## src/rtl/qed_instruction_queue.sv

```systemverilog
// Records fetch-stage originals, then replays them in order for the QED duplicate stream.
// Optional build macro: QIC_FILTER_NOP_EN (NOPs bypass the queue while recording originals).
module qed_instruction_queue #(
  parameter int          DEPTH  = 16,
  parameter int          ADDR_W = 4,
  parameter logic [31:0] NOP    = 32'h0000_0013
) (
  input  logic              clk,
  input  logic              rst_n,
  input  logic              ena,
  input  logic              exec_dup,
  input  logic [31:0]       ifu_qed_instruction,
  output logic [31:0]       qic_qimux_instruction,
  output logic              qic_dup_valid,
  output logic [ADDR_W:0]   num_orig_insts,
  output logic [ADDR_W:0]   num_dup_insts,
  output logic              qed_ready
);

  // state | meaning
  // ORIG  | recording originals from fetch
  // DUP   | replaying queued originals
  // DONE  | all originals replayed; sticky until reset
  localparam logic [1:0] ST_ORIG = 2'd0;
  localparam logic [1:0] ST_DUP  = 2'd1;
  localparam logic [1:0] ST_DONE = 2'd2;

  localparam logic [ADDR_W:0] FULL_CNT = (ADDR_W+1)'(DEPTH);
  localparam logic [ADDR_W:0] ONE_CNT  = (ADDR_W+1)'(1);

  logic [1:0]        state;
  logic [ADDR_W-1:0] wr_ptr;
  logic [ADDR_W-1:0] rd_ptr;
  logic [ADDR_W:0]   count;
  logic [31:0]       mem [DEPTH];
  logic              is_filtered;
  logic              full;
  logic              push;

`ifdef QIC_FILTER_NOP_EN
  assign is_filtered = (ifu_qed_instruction == NOP);
`else
  assign is_filtered = 1'b0;
`endif

  assign full = (count == FULL_CNT);
  assign push = ena && (state == ST_ORIG) && !exec_dup && !full && !is_filtered;

  always_ff @(posedge clk) begin
    if (push) mem[wr_ptr] <= ifu_qed_instruction;
  end

  always_ff @(posedge clk) begin
    if (!rst_n) begin
      state                 <= ST_ORIG;
      wr_ptr                <= '0;
      rd_ptr                <= '0;
      count                 <= '0;
      num_orig_insts        <= '0;
      num_dup_insts         <= '0;
      qic_qimux_instruction <= NOP;
      qic_dup_valid         <= 1'b0;
      qed_ready             <= 1'b0;
    end else if (ena) begin
      case (state)
        ST_ORIG: begin
          qic_dup_valid <= 1'b0;
          if (exec_dup) begin
            // the fetch word arriving with exec_dup is dropped to keep orig/dup pairing
            qic_qimux_instruction <= NOP;
            if (count == '0) begin
              state     <= ST_DONE;
              qed_ready <= 1'b1;
            end else begin
              state <= ST_DUP;
            end
          end else if (push) begin
            qic_qimux_instruction <= ifu_qed_instruction;
            wr_ptr                <= wr_ptr + ADDR_W'(1);
            count                 <= count + ONE_CNT;
            num_orig_insts        <= num_orig_insts + ONE_CNT;
          end else if (is_filtered) begin
            qic_qimux_instruction <= ifu_qed_instruction;
          end else begin
            qic_qimux_instruction <= NOP;
          end
        end
        ST_DUP: begin
          if (count != '0) begin
            qic_qimux_instruction <= mem[rd_ptr];
            qic_dup_valid         <= 1'b1;
            rd_ptr                <= rd_ptr + ADDR_W'(1);
            count                 <= count - ONE_CNT;
            num_dup_insts         <= num_dup_insts + ONE_CNT;
            if (count == ONE_CNT) state <= ST_DONE;
          end else begin
            qic_qimux_instruction <= NOP;
            qic_dup_valid         <= 1'b0;
            state                 <= ST_DONE;
            qed_ready             <= 1'b1;
          end
        end
        ST_DONE: begin
          // qed_ready trails the last replay by one cycle
          qic_qimux_instruction <= NOP;
          qic_dup_valid         <= 1'b0;
          qed_ready             <= 1'b1;
        end
        default: state <= ST_ORIG;
      endcase
    end
  end

endmodule

```

## config.mk

```make
export PLATFORM = sky130hd
export DESIGN_NAME = qed_instruction_queue
export DESIGN_NICKNAME = d
export VERILOG_FILES = /design/src/rtl/qed_instruction_queue.sv
export SDC_FILE = /design/constraint.sdc
export NUM_CORES = 1
export LEC_CHECK = 0
export CAP_MARGIN = 20
export CORE_UTILIZATION = 35
export CTS_BUF_LIST = sky130_fd_sc_hd__clkbuf_4 sky130_fd_sc_hd__clkbuf_8
export DETAILED_ROUTE_END_ITERATION = 7
export SLEW_MARGIN = 20
export SYNTH_ARGS = -nofsm -noshare
export SYNTH_HDL_FRONTEND = slang
export SYNTH_SLANG_ARGS = --single-unit
export TNS_END_PERCENT = 20
```

## constraint.sdc

```tcl
create_clock -name clk -period 13.5 [get_ports clk]
set_input_delay 2.7 -clock clk [delete_from_list [all_inputs] [get_ports clk]]
set_output_delay 2.7 -clock clk [all_outputs]
set_load 0.02 [all_outputs]
```

==> results of run 1 <==
registers in the layout (all words and copies together) (netlist names), named ones only:
name / cells
mem: 512
qic_qimux_instruction: 32
wr_ptr: 4
qed_ready: 1
count: 5
state: 2
num_dup_insts: 5
qic_dup_valid: 1
num_orig_insts: 5
rd_ptr: 4
through the flow:
step	hold WS, ps	instance area, µm²	utilization [%]	cells	setup slack (ps)
global route	505	26400	41.7	2291	7750
CTS	471	26300	41.5	2286	8020
finish	467	26400	41.7	2291	7930
detailed placement	458	24400	38.4	2111	7280
floorplan	466	22600	-	1233	7370
global placement	456	24400	38.4	2111	7450
final cells by class:
| class | instances | share of cell area (%) |
|---|---|---|
| Clock inverter | 32 | 0.700 |
| Multi-Input combinational cell | 575 | 21.4 |
| Sequential cell | 575 | 62.9 |
| Inverter | 8 | 0.114 |
| Clock buffer | 143 | 6.64 |
| Timing Repair Buffer | 112 | 4.26 |
| Tap cell | 846 | 4.00 |
worst register-to-register path: stages (launching register included):
cell and delay, ps:
dfxtp_1 430, inv_1 90, ha_1 240, and4bb_2 320, nor2_1 780, nand2_1 450
nor2_4 640, buf_4 440
worst max-delay path by stage:
| stage | from | end | slack [ps] | cells after the start |
|---|---|---|---|---|
| floorplan | exec_dup | mem[3][0] | 7370 | 5 |
| global route | ena | mem[4][16] | 7750 | 6 |
| finish | ena | mem[4][16] | 7930 | 6 |
| detailed placement | ena | mem[4][24] | 7280 | 6 |
| CTS | ena | mem[4][11] | 8020 | 6 |
| global placement | ena | mem[11][23] | 7450 | 5 |
Yosys cell counts (4+ instances only):
library cell	number
o2bb2ai_1	29
xnor2_1	11
mux2i_1	98
nor4_1	4
ha_1	15
nand4_1	5
nand2_1	20
o22ai_1	31
buf_4	14
dfxtp_1	63
buf_2	27
mux4_2	66
and2_1	8
a21oi_1	15
mux2_2	59
edfxtp_1	512
o21ai_0	33
buf_6	4
nand2b_1	7
o21a_1	4
xor2_1	8
nor2b_1	5
nand3_1	5
nor3_1	5
a221oi_1	52
clkbuf_1	25
nor2_1	62
inv_1	8
layer usage:
metal / wire (µm) / vias to the layer above / track usage, %
met4: 1160 / 0 / 4.81
met1: 22900 / 6065 / 20.7
met2: 24300 / 315 / 25.2
li1: - / 5286 / -
met5: 0 / - / 0
met3: 2620 / 91 / 3.73
power groups by stage:
stage	combinational, W	clock, W	sequential (W)
detailed placement	0.000237	0	0.00203
finish	0.000236	0.00152	0.00199
global route	0.000257	0.00164	0.00199
global placement	0.000232	0	0.00203
floorplan	0.000124	0	0.00203
CTS	0.000238	0.00156	0.00199
logic make-up after synthesis:
kind of cell | count (synthesis) | synth area share (%)
muxes | 223 | 13.9
xor gates and xnor gates | 19 | 0.737
buffers and inverters | 83 | 1.93
adders and majority gates | 15 | 0.831
DFF | 575 | 73.7
AOI/OAI and AO/OA | 179 | 5.81
and+or+nand+nor | 139 | 3.18
==> reports/qor.csv, run 1 <==
stage,metric,value,unit
synthesis,syn_area_per_cell,18.3,µm²
synthesis,synth_top_area_share,68.1,%
pwr,p_clk_share,40.6,%
cells_and_area,diodes,0,
synthesis,synthCells,1233,
worst_setup_path,path_buf_inv,2,
min_path,min_to,qed_ready,
worst_setup_path,crit_type,primary input to flop,
drt,wl_per_cell,22.2,µm
sta,fin_skew,43.5,ps
global_routing,grt_pass1_wl,77.2,mm
min_path,min_path_cells,1,
die,start_util,35.6,%
die,dieWidth,256,µm
synthesis,syn-num-nets,1284,
sta,final-hold-violation-count,0,
die,design.core.area,63400,µm²
drt,wirelength,50.9,mm
synthesis,ys_warn_count,0,
global_routing,grt_antenna_before_repair,0,
drt,avgViaCountPerCell,5.13,
worst_setup_path,crit_path_max_fanout,17,
drt,drt_iter0_drc,1061,
placement,hpwlAfterDp,28.5,mm
worst_setup_path,path_cells,"clkdlybuf4s50_1, nand3b_1, nor2_1, nand2_1, nor2_4, buf_4",
synthesis,ys_ff_latch,575,
worst_setup_path,cp.arrival,5900,ps
cells_and_area,regArea,16600,µm²
cells_and_area,drive_gt1_share,24.2,%
die,fp-row-count,92,
drt,drtPass1Iterations,5,
sta,tightest_slew,1080,ps
clock_tree,clk_pin_slew_worst_paths,60,ps
global_routing,grt_overflow_total,0,
placement,port_buffers,79,
worst_setup_path,startpoint_type,primary input,
drt,vias,11800,
cells_and_area,nets,1417,
pwr,netSwitchingPower,0.000856,W
min_path,worst_hold_path_type,flop to flop,
clock_tree,insertion_delay,700,ps
die,ios,80,
drt,drc,0,
synthesis,synth_area_leaders,"edfxtp_1 (68%), mux4_2 (6.6%), dfxtp_1 (5.6%)",
worst_setup_path,r2r_slack,9760,ps
synthesis,yosysSeqAreaShare,73.7,%
pwr,switching_share,22.8,%
run,cap_violations,0,
worst_setup_path,r2r_end,mem[4][16],
global_routing,grt_max_degree,73,
synthesis,yosysTopAreaCell,edfxtp_1,
clock_tree,h-tree-depth,3,
pwr,power_frac_seq,53.1,%
pwr,power.leakage,8.11,nW
clock_tree,cts-buffers-inserted,94,
global_routing,grt_use_total,15.6,%
placement,place.gp.congestion,0.743,
clock_tree,hold_buffers,0,
synthesis,synth_edf_count,512,
worst_setup_path,worst-endpoint-required,13830,ps
clock_tree,cts_root_buf,clkbuf_8,
worst_setup_path,r2r_start,count[0],
min_path,min_from,qed_ready,
synthesis,synthArstFlopShare,0,%
clock_tree,cts_sinks,575,
cells_and_area,layout_common_cells,"edfxtp_1 (512), clkbuf_8 (109), mux2i_1 (98)",
sta,max_slew_margin,27.8,%
worst_setup_path,crit_path_top_delay_cell,nor2_1,
global_routing,grt_pass1_vias,12200,
worst_setup_path,slowest_delay,820,ps
cells_and_area,layout_commonest_cell,edfxtp_1,
pwr,p_comb_share,6.3,%
synthesis,yosysUniqueCellTypes,51,
clock_tree,clockBufferDepth,3,
worst_setup_path,reg2regPathDepth,7,
synthesis,synth_area,22600,µm²
sta,fin_crit_sh,41.3,%
pwr,ir_worst_vdd,64.3,µV
sta,min_period,5570,ps
clock_tree,cts.repair.resized,0,
die,die_h,256,µm
outcome,status,finished clean,
sta,finalSetupViolations,0,
sta,setup_tns,0,ps
clock_tree,cts_setup_buffers,0,
sta,timing.fmax,0.179,GHz
pwr,p_int,0.00289,W
cells_and_area,fillers,5582,
cells_and_area,multi_input_area,5650,µm²
cells_and_area,syn2layout_area_growth,17.1,%
sta,rsz0062_at_grt,false,
pwr,p_total,0.00375,W
sta,slew_violations,0,
synthesis,synth-main-ff-cell,edfxtp_1,
pwr,p_per_area,142,nW/µm²
clock_tree,cts_tree,built,
die,die_area,65600,µm²
worst_setup_path,cp_top_family,simple AND/OR/NAND/NOR gates,
worst_setup_path,critPathCaptureType,flop,
drt,ant_nets,0,
(Power assumes the default switching activity.)
==> run 2: changes to the inputs <==
==> constraint.sdc (replaced) <==
create_clock -name clk -period 5.5 [get_ports clk]
set_input_delay 1.1 -clock clk [delete_from_list [all_inputs] [get_ports clk]]
set_output_delay 1.1 -clock clk [all_outputs]
set_load 0.02 [all_outputs]
==> run 2 against run 1 <==
Highest routed layer unchanged. Worst hold slack improved by 6.5 ps. Sequential power rose by 150%. Total power rose by 140%. Design area barely moved. Final cell count barely moved.
==> reports/qor.csv, run 2 (synthesis gave the netlist of run 1 again) <==
stage,metric,value,unit,change
global_routing,use_met2,25.7,%,was 25.2%
global_routing,grt_pass1_vias,12500,,was 12200
sta,fin_crit_sh,58.4,%,
worst_setup_path,worst-endpoint-required,5790,ps,was 13830 ps
sta,timing.fmax,0.311,GHz,
global_routing,grt_max_degree,49,,was 73
clock_tree,h-tree-depth,3,,unchanged
drt,ant_nets,0,,unchanged
clock_tree,cts_root_buf,clkbuf_8,,unchanged
global_routing,grt_overflow_total,0,,unchanged
cells_and_area,finish.utilization,41.7,%,about the same
drt,wl_per_cell,22.7,µm,was 22.2 µm
die,start_util,35.6,%,unchanged
worst_setup_path,crit_type,primary input to flop,,unchanged
global_routing,grt_use_total,16.0,%,was 15.6%
placement,hpwlAfterDp,30.5,mm,was 28.5 mm
pwr,p_total,0.00918,W,was 0.00375 W
die,die_area,65600,µm²,unchanged
drt,avgViaCountPerCell,5.16,,was 5.13
pwr,ir_worst_vdd,155,µV,was 64.3 µV
sta,min_period,3210,ps,
global_routing,busiest_layer,met2,,unchanged
drt,vias,11800,,about the same
drt,drt_iter0_drc,865,,was 1061
pwr,power.leakage,8.10,nW,was 8.11 nW
die,die_h,256,µm,unchanged
cells_and_area,largest_register,mem,,unchanged
clock_tree,cts_tree,built,,unchanged
clock_tree,cts-buffers-inserted,94,,unchanged
worst_setup_path,reg2regPathDepth,6,,was 7
outcome,status,finished clean,,unchanged
global_routing,grt_util_met1,21.3,%,was 20.7%
worst_setup_path,crit_path_max_fanout,29,,was 17
placement,dpl_cell_area,24500,µm²,was 24400 µm²
cells_and_area,layout_commonest_cell,edfxtp_1,,unchanged
sta,fin_skew,22.5,ps,was 43.5 ps
cells_and_area,layout_common_cells,"edfxtp_1 (512), mux2i_1 (98), clkbuf_8 (98)",,"was edfxtp_1 (512), clkbuf_8 (109), mux2i_1 (98)"
die,ios,80,,unchanged
sta,slew_violations,0,,unchanged
global_routing,grt_pass1_wl,78.6,mm,was 77.2 mm
placement,place.gp.congestion,0.799,,was 0.743
drt,drc,0,,unchanged
min_path,worst_hold_path_type,flop to flop,,unchanged
clock_tree,cts_sinks,575,,unchanged
cells_and_area,final_area,26400,µm²,about the same
clock_tree,insertion_delay,680,ps,was 700 ps
min_path,min_path_cells,1,,unchanged
cells_and_area,syn2layout_area_growth,17.0,%,was 17.1%
sta,tightest_slew,1150,ps,was 1080 ps
drt,wirelength,52.1,mm,was 50.9 mm
clock_tree,clk_pin_slew_worst_paths,60,ps,about the same
die,fp-row-count,92,,unchanged
global_routing,grt_antenna_before_repair,1,,was 0
clock_tree,cts.repair.resized,0,,unchanged
global_routing,use_met3,3.46,%,was 3.73%
die,dieWidth,256,µm,unchanged
pwr,p_per_area,347,nW/µm²,was 142 nW/µm²
die,design.core.area,63400,µm²,unchanged
sta,max_slew_margin,23.5,%,was 27.8%
cells_and_area,largest_reg_flops,512,,unchanged
clock_tree,hold_buffers,0,,unchanged
worst_setup_path,cp.arrival,3500,ps,was 5900 ps
sta,final-hold-violation-count,0,,unchanged
clock_tree,clockBufferDepth,3,,unchanged
sta,rsz0062_at_grt,false,,unchanged
sta,setup_tns,0,ps,unchanged
cells_and_area,reg_top3,"mem (512), qic_qimux_instruction (32)",,unchanged
cells_and_area,nets,1420,,was 1417
worst_setup_path,critPathCaptureType,flop,,unchanged
worst_setup_path,startpoint_type,primary input,,unchanged
placement,port_buffers,79,,unchanged
drt,drtPass1Iterations,4,,was 5
cells_and_area,diodes,0,,unchanged
sta,finalSetupViolations,0,,unchanged
run,cap_violations,0,,unchanged
cells_and_area,drive_gt1_share,24.3,%,was 24.2%
clock_tree,cts_setup_buffers,0,,unchanged
## run 2: changes by cell type in the layout (fill, tap and decap cells not counted), moves of 2 or more
cell,change
clkinv_2,+4
clkbuf_8,-11
clkinv_8,-2
inv_6,+2
clkinv_1,-2
buf_12,+6
clkbuf_4,+3
bufinv_16,+3
buf_16,-4
clkinvlp_4,+2
## run 2: power by group
part           internal, W  switching, W
combinational     0.000219      0.000371
clock              0.00205       0.00165
sequential         0.00484     0.0000497
total              0.00711       0.00207
## run 2: per-layer routing
| layer | routed length [µm] | up-vias | part of all wire (%) |
|---|---|---|---|
| met5 | 0 | - | 0 |
| met4 | 1290 | 0 | 2.5 |
| met3 | 3240 | 80 | 6.2 |
| met2 | 24800 | 384 | 48 |
| met1 | 22800 | 6048 | 44 |
| li1 | - | 5304 | - |
## run 2: path summary, 6_finish.rpt
path              slack, ps       from                         to
hold / removal          470  qed_ready                  qed_ready
setup / recovery       2290        ena                 mem[3][23]
hold reg to reg         470  qed_ready                  qed_ready
setup reg to reg       2520       flop  qic_qimux_instruction[30]
## run 2: area by class of cell
cell class / instances / area, µm²
multi-input cells: 575 / 5650
clock buffers: 135 / 1630
clock inverters: 38 / 272
well taps: 846 / 1060
fillers: 5537 / 37000
inverters: 8 / 30.0
repair buffers: 115 / 1140
flip-flops and latches: 575 / 16600
## run 2: worst max-delay path, stage by stage
cell and delay [ps]:
clkdlybuf4s50_1 610, nand3b_1 280, nor2_1 160, buf_4 210
nand2_1 260, nor3_2 330, buf_4 520
## run 2: per-stage QoR
stage / hold WS (ps) / instances / setup WS (ps)
floorplan: 466 / 1233 / 974
global placement: 454 / 2119 / 1730
detailed placement: 466 / 2119 / 1670
CTS: 482 / 2292 / 2360
global route: 518 / 2292 / 2130
finish: 474 / 2292 / 2290
==> run 3: changes to the inputs <==
==> constraint.sdc (replaced) <==
create_clock -name clk -period 2.75 [get_ports clk]
set_input_delay 0.55 -clock clk [delete_from_list [all_inputs] [get_ports clk]]
set_output_delay 0.55 -clock clk [all_outputs]
set_load 0.02 [all_outputs]
==> run 3 against run 2 <==
Flip-flop and latch count is the same. Critical path depth grew 1. Clock power grew 120%. Total power grew 110%. Worst hold slack lost 84 ps. Critical endpoint is now mem[3][19].
==> reports/qor.csv, run 3 (synthesis gave the netlist of run 1 again) <==
stage,metric,value,unit,change
die,start_util,35.6,%,unchanged
clock_tree,clockBufferDepth,3,,unchanged
global_routing,grt_antenna_before_repair,2,,was 1
global_routing,grt_max_degree,45,,was 49
cells_and_area,instances_no_fill,2349,,was 2292
sta,max_slew_margin,43.5,%,was 23.5%
drt,avgViaCountPerCell,5.14,,was 5.16
die,dieWidth,256,µm,unchanged
sta,min_period,2580,ps,
pwr,p_per_area,696,nW/µm²,was 347 nW/µm²
drt,wirelength,51.9,mm,was 52.1 mm
global_routing,grt_pass1_vias,12500,,about the same
die,design.core.area,63400,µm²,unchanged
worst_setup_path,worst-endpoint-required,3110,ps,was 5790 ps
drt,drc,0,,unchanged
placement,hpwlAfterDp,32.9,mm,was 30.5 mm
pwr,power.leakage,8.48,nW,was 8.10 nW
cells_and_area,layout_commonest_cell,edfxtp_1,,unchanged
placement,place.gp.congestion,0.764,,was 0.799
drt,wl_per_cell,22.1,µm,was 22.7 µm
die,die_h,256,µm,unchanged
cells_and_area,multi_input_area,5670,µm²,was 5650 µm²
worst_setup_path,crit_path_end,mem[3][19],,was mem[3][23]
pwr,netSwitchingPower,0.00424,W,was 0.00207 W
run,cap_violations,0,,unchanged
global_routing,grt_overflow_total,0,,unchanged
clock_tree,cts_sinks,575,,unchanged
drt,drtPass1Iterations,5,,was 4
cells_and_area,drive_gt1_share,27.2,%,was 24.3%
worst_setup_path,setup.worst_path.start,count[0],,was ena
die,ios,80,,unchanged
worst_setup_path,critPathCaptureType,flop,,unchanged
sta,finalSetupViolations,0,,unchanged
pwr,p_int,0.0148,W,was 0.00711 W
clock_tree,h-tree-depth,3,,unchanged
worst_setup_path,crit_type,flop to flop,,was primary input to flop
sta,finalWorstSetupSlack,173,ps,was 2290 ps
worst_setup_path,startpoint_type,flop,,was primary input
worst_setup_path,r2r_slack,170,ps,was 2520 ps
clock_tree,cts-buffers-inserted,93,,was 94
clock_tree,hold_buffers,0,,unchanged
worst_setup_path,cp.arrival,2940,ps,was 3500 ps
sta,timing.fmax,0.388,GHz,
sta,rsz0062_at_grt,false,,unchanged
cells_and_area,regArea,16600,µm²,unchanged
cells_and_area,largest_register,mem,,unchanged
die,fp-row-count,92,,unchanged
clock_tree,cts_tree,built,,unchanged
sta,fin_skew,37.1,ps,was 22.5 ps
drt,ant_nets,0,,unchanged
min_path,worst_hold_path_type,primary input to flop,,was flop to flop
sta,tightest_slew,844,ps,was 1150 ps
clock_tree,cts_root_buf,clkbuf_8,,unchanged
worst_setup_path,crit_path_max_fanout,16,,was 29
cells_and_area,fillers,5489,,was 5537
pwr,ir_worst_vdd,375,µV,was 155 µV
clock_tree,clk_pin_slew_worst_paths,60,ps,about the same
outcome,status,finished clean,,unchanged
worst_setup_path,r2r_end,mem[3][19],,was qic_qimux_instruction[30]
sta,final-hold-violation-count,0,,unchanged
global_routing,grt_pass1_wl,78.9,mm,was 78.6 mm
placement,dp.cells,2172,,was 2119
placement,port_buffers,79,,unchanged
cells_and_area,reg_top3,"mem (512), qic_qimux_instruction (32)",,unchanged
cells_and_area,finish.utilization,43.1,%,was 41.7%
worst_setup_path,r2r_start,count[0],,
min_path,min_path_cells,3,,was 1
global_routing,grt_use_total,16.0,%,about the same
cells_and_area,syn2layout_area_growth,20.9,%,was 17.0%
pwr,p_clk_share,41.9,%,was 40.3%
sta,slew_violations,0,,unchanged
clock_tree,cts_setup_buffers,0,,unchanged
cells_and_area,layout_common_cells,"edfxtp_1 (512), clkbuf_8 (100), mux2i_1 (98)",,"was edfxtp_1 (512), mux2i_1 (98), clkbuf_8 (98)"
die,die_area,65600,µm²,unchanged
pwr,p_comb_share,6.7,%,was 6.4%
sta,fin_crit_sh,93.7,%,
clock_tree,insertion_delay,690,ps,was 680 ps
pwr,switching_share,22.3,%,was 22.6%
worst_setup_path,reg2regPathDepth,8,,was 6
drt,drt_iter0_drc,804,,was 865
cells_and_area,largest_reg_flops,512,,unchanged
cells_and_area,nets,1472,,was 1420
placement,dp_slack,49.4,ps,was 1670 ps
pwr,power_frac_seq,51.4,%,was 53.2%
clock_tree,cts.repair.resized,0,,unchanged
drt,vias,12100,,was 11800
## run 3: cell count changes in the layout (fill, tap and decap cells not counted), sizes merged
cell	before	now
diode	0	1
clkinv	28	26
clkinvlp	3	1
clkbuf	135	139
bufinv	3	7
inv	12	11
buf	37	90
## run 3: stage by stage
step                TNS (ps)  power [W]  area, µm²  hold slack, ps
floorplan            -200200     0.0106      22600             466
global placement           0     0.0112      25200             470
finish                     0     0.0190      27300             389
global route               0     0.0197      27300             363
detailed placement         0     0.0112      25200             487
CTS                        0     0.0192      27300             332
## run 3: area by class of cell
class,count,area share [%]
inverter,8,0.110
antenna,1,0.00916
sequential,575,61.0
clock inverter,37,1.42
clock buffer,139,6.11
multi-input combinational,575,20.8
tap,846,3.88
timing repair buffer,168,6.74
## run 3: worst min path at each step
stage	slack, ps	start	to
3_3_place_gp	470	qed_ready	qed_ready
4_1_cts	330	rst_n	qic_dup_valid
5_1_grt	360	rst_n	qic_dup_valid
6_report	390	rst_n	qic_dup_valid
2_1_floorplan	470	state[0]	state[0]
3_5_place_dp	490	qed_ready	qed_ready
## run 3: critical path: stages, from the launching register on
cell      delay, ps
dfxtp_1         440
inv_1           100
ha_1            250
and4bb_2        320
nor2_1          210
buf_4           170
nand2_1         250
nor3_4          320
buf_12          200
## run 3: power by group through the flow
stage	clock, W	sequential, W	combinational (W)
2_1_floorplan	0	0.00998	0.000610
3_3_place_gp	0	0.00993	0.00126
3_5_place_dp	0	0.00994	0.00129
4_1_cts	0.00818	0.00976	0.00129
5_1_grt	0.00852	0.00977	0.00138
6_report	0.00796	0.00976	0.00127
## run 3: layer usage
layer,track usage (%),part of all wire [%],up-vias
met3,2.98,5.8,83
met1,22.1,45,6232
met2,25.5,47,354
li1,-,-,5410
met4,5.44,2.0,0
met5,0,0,-
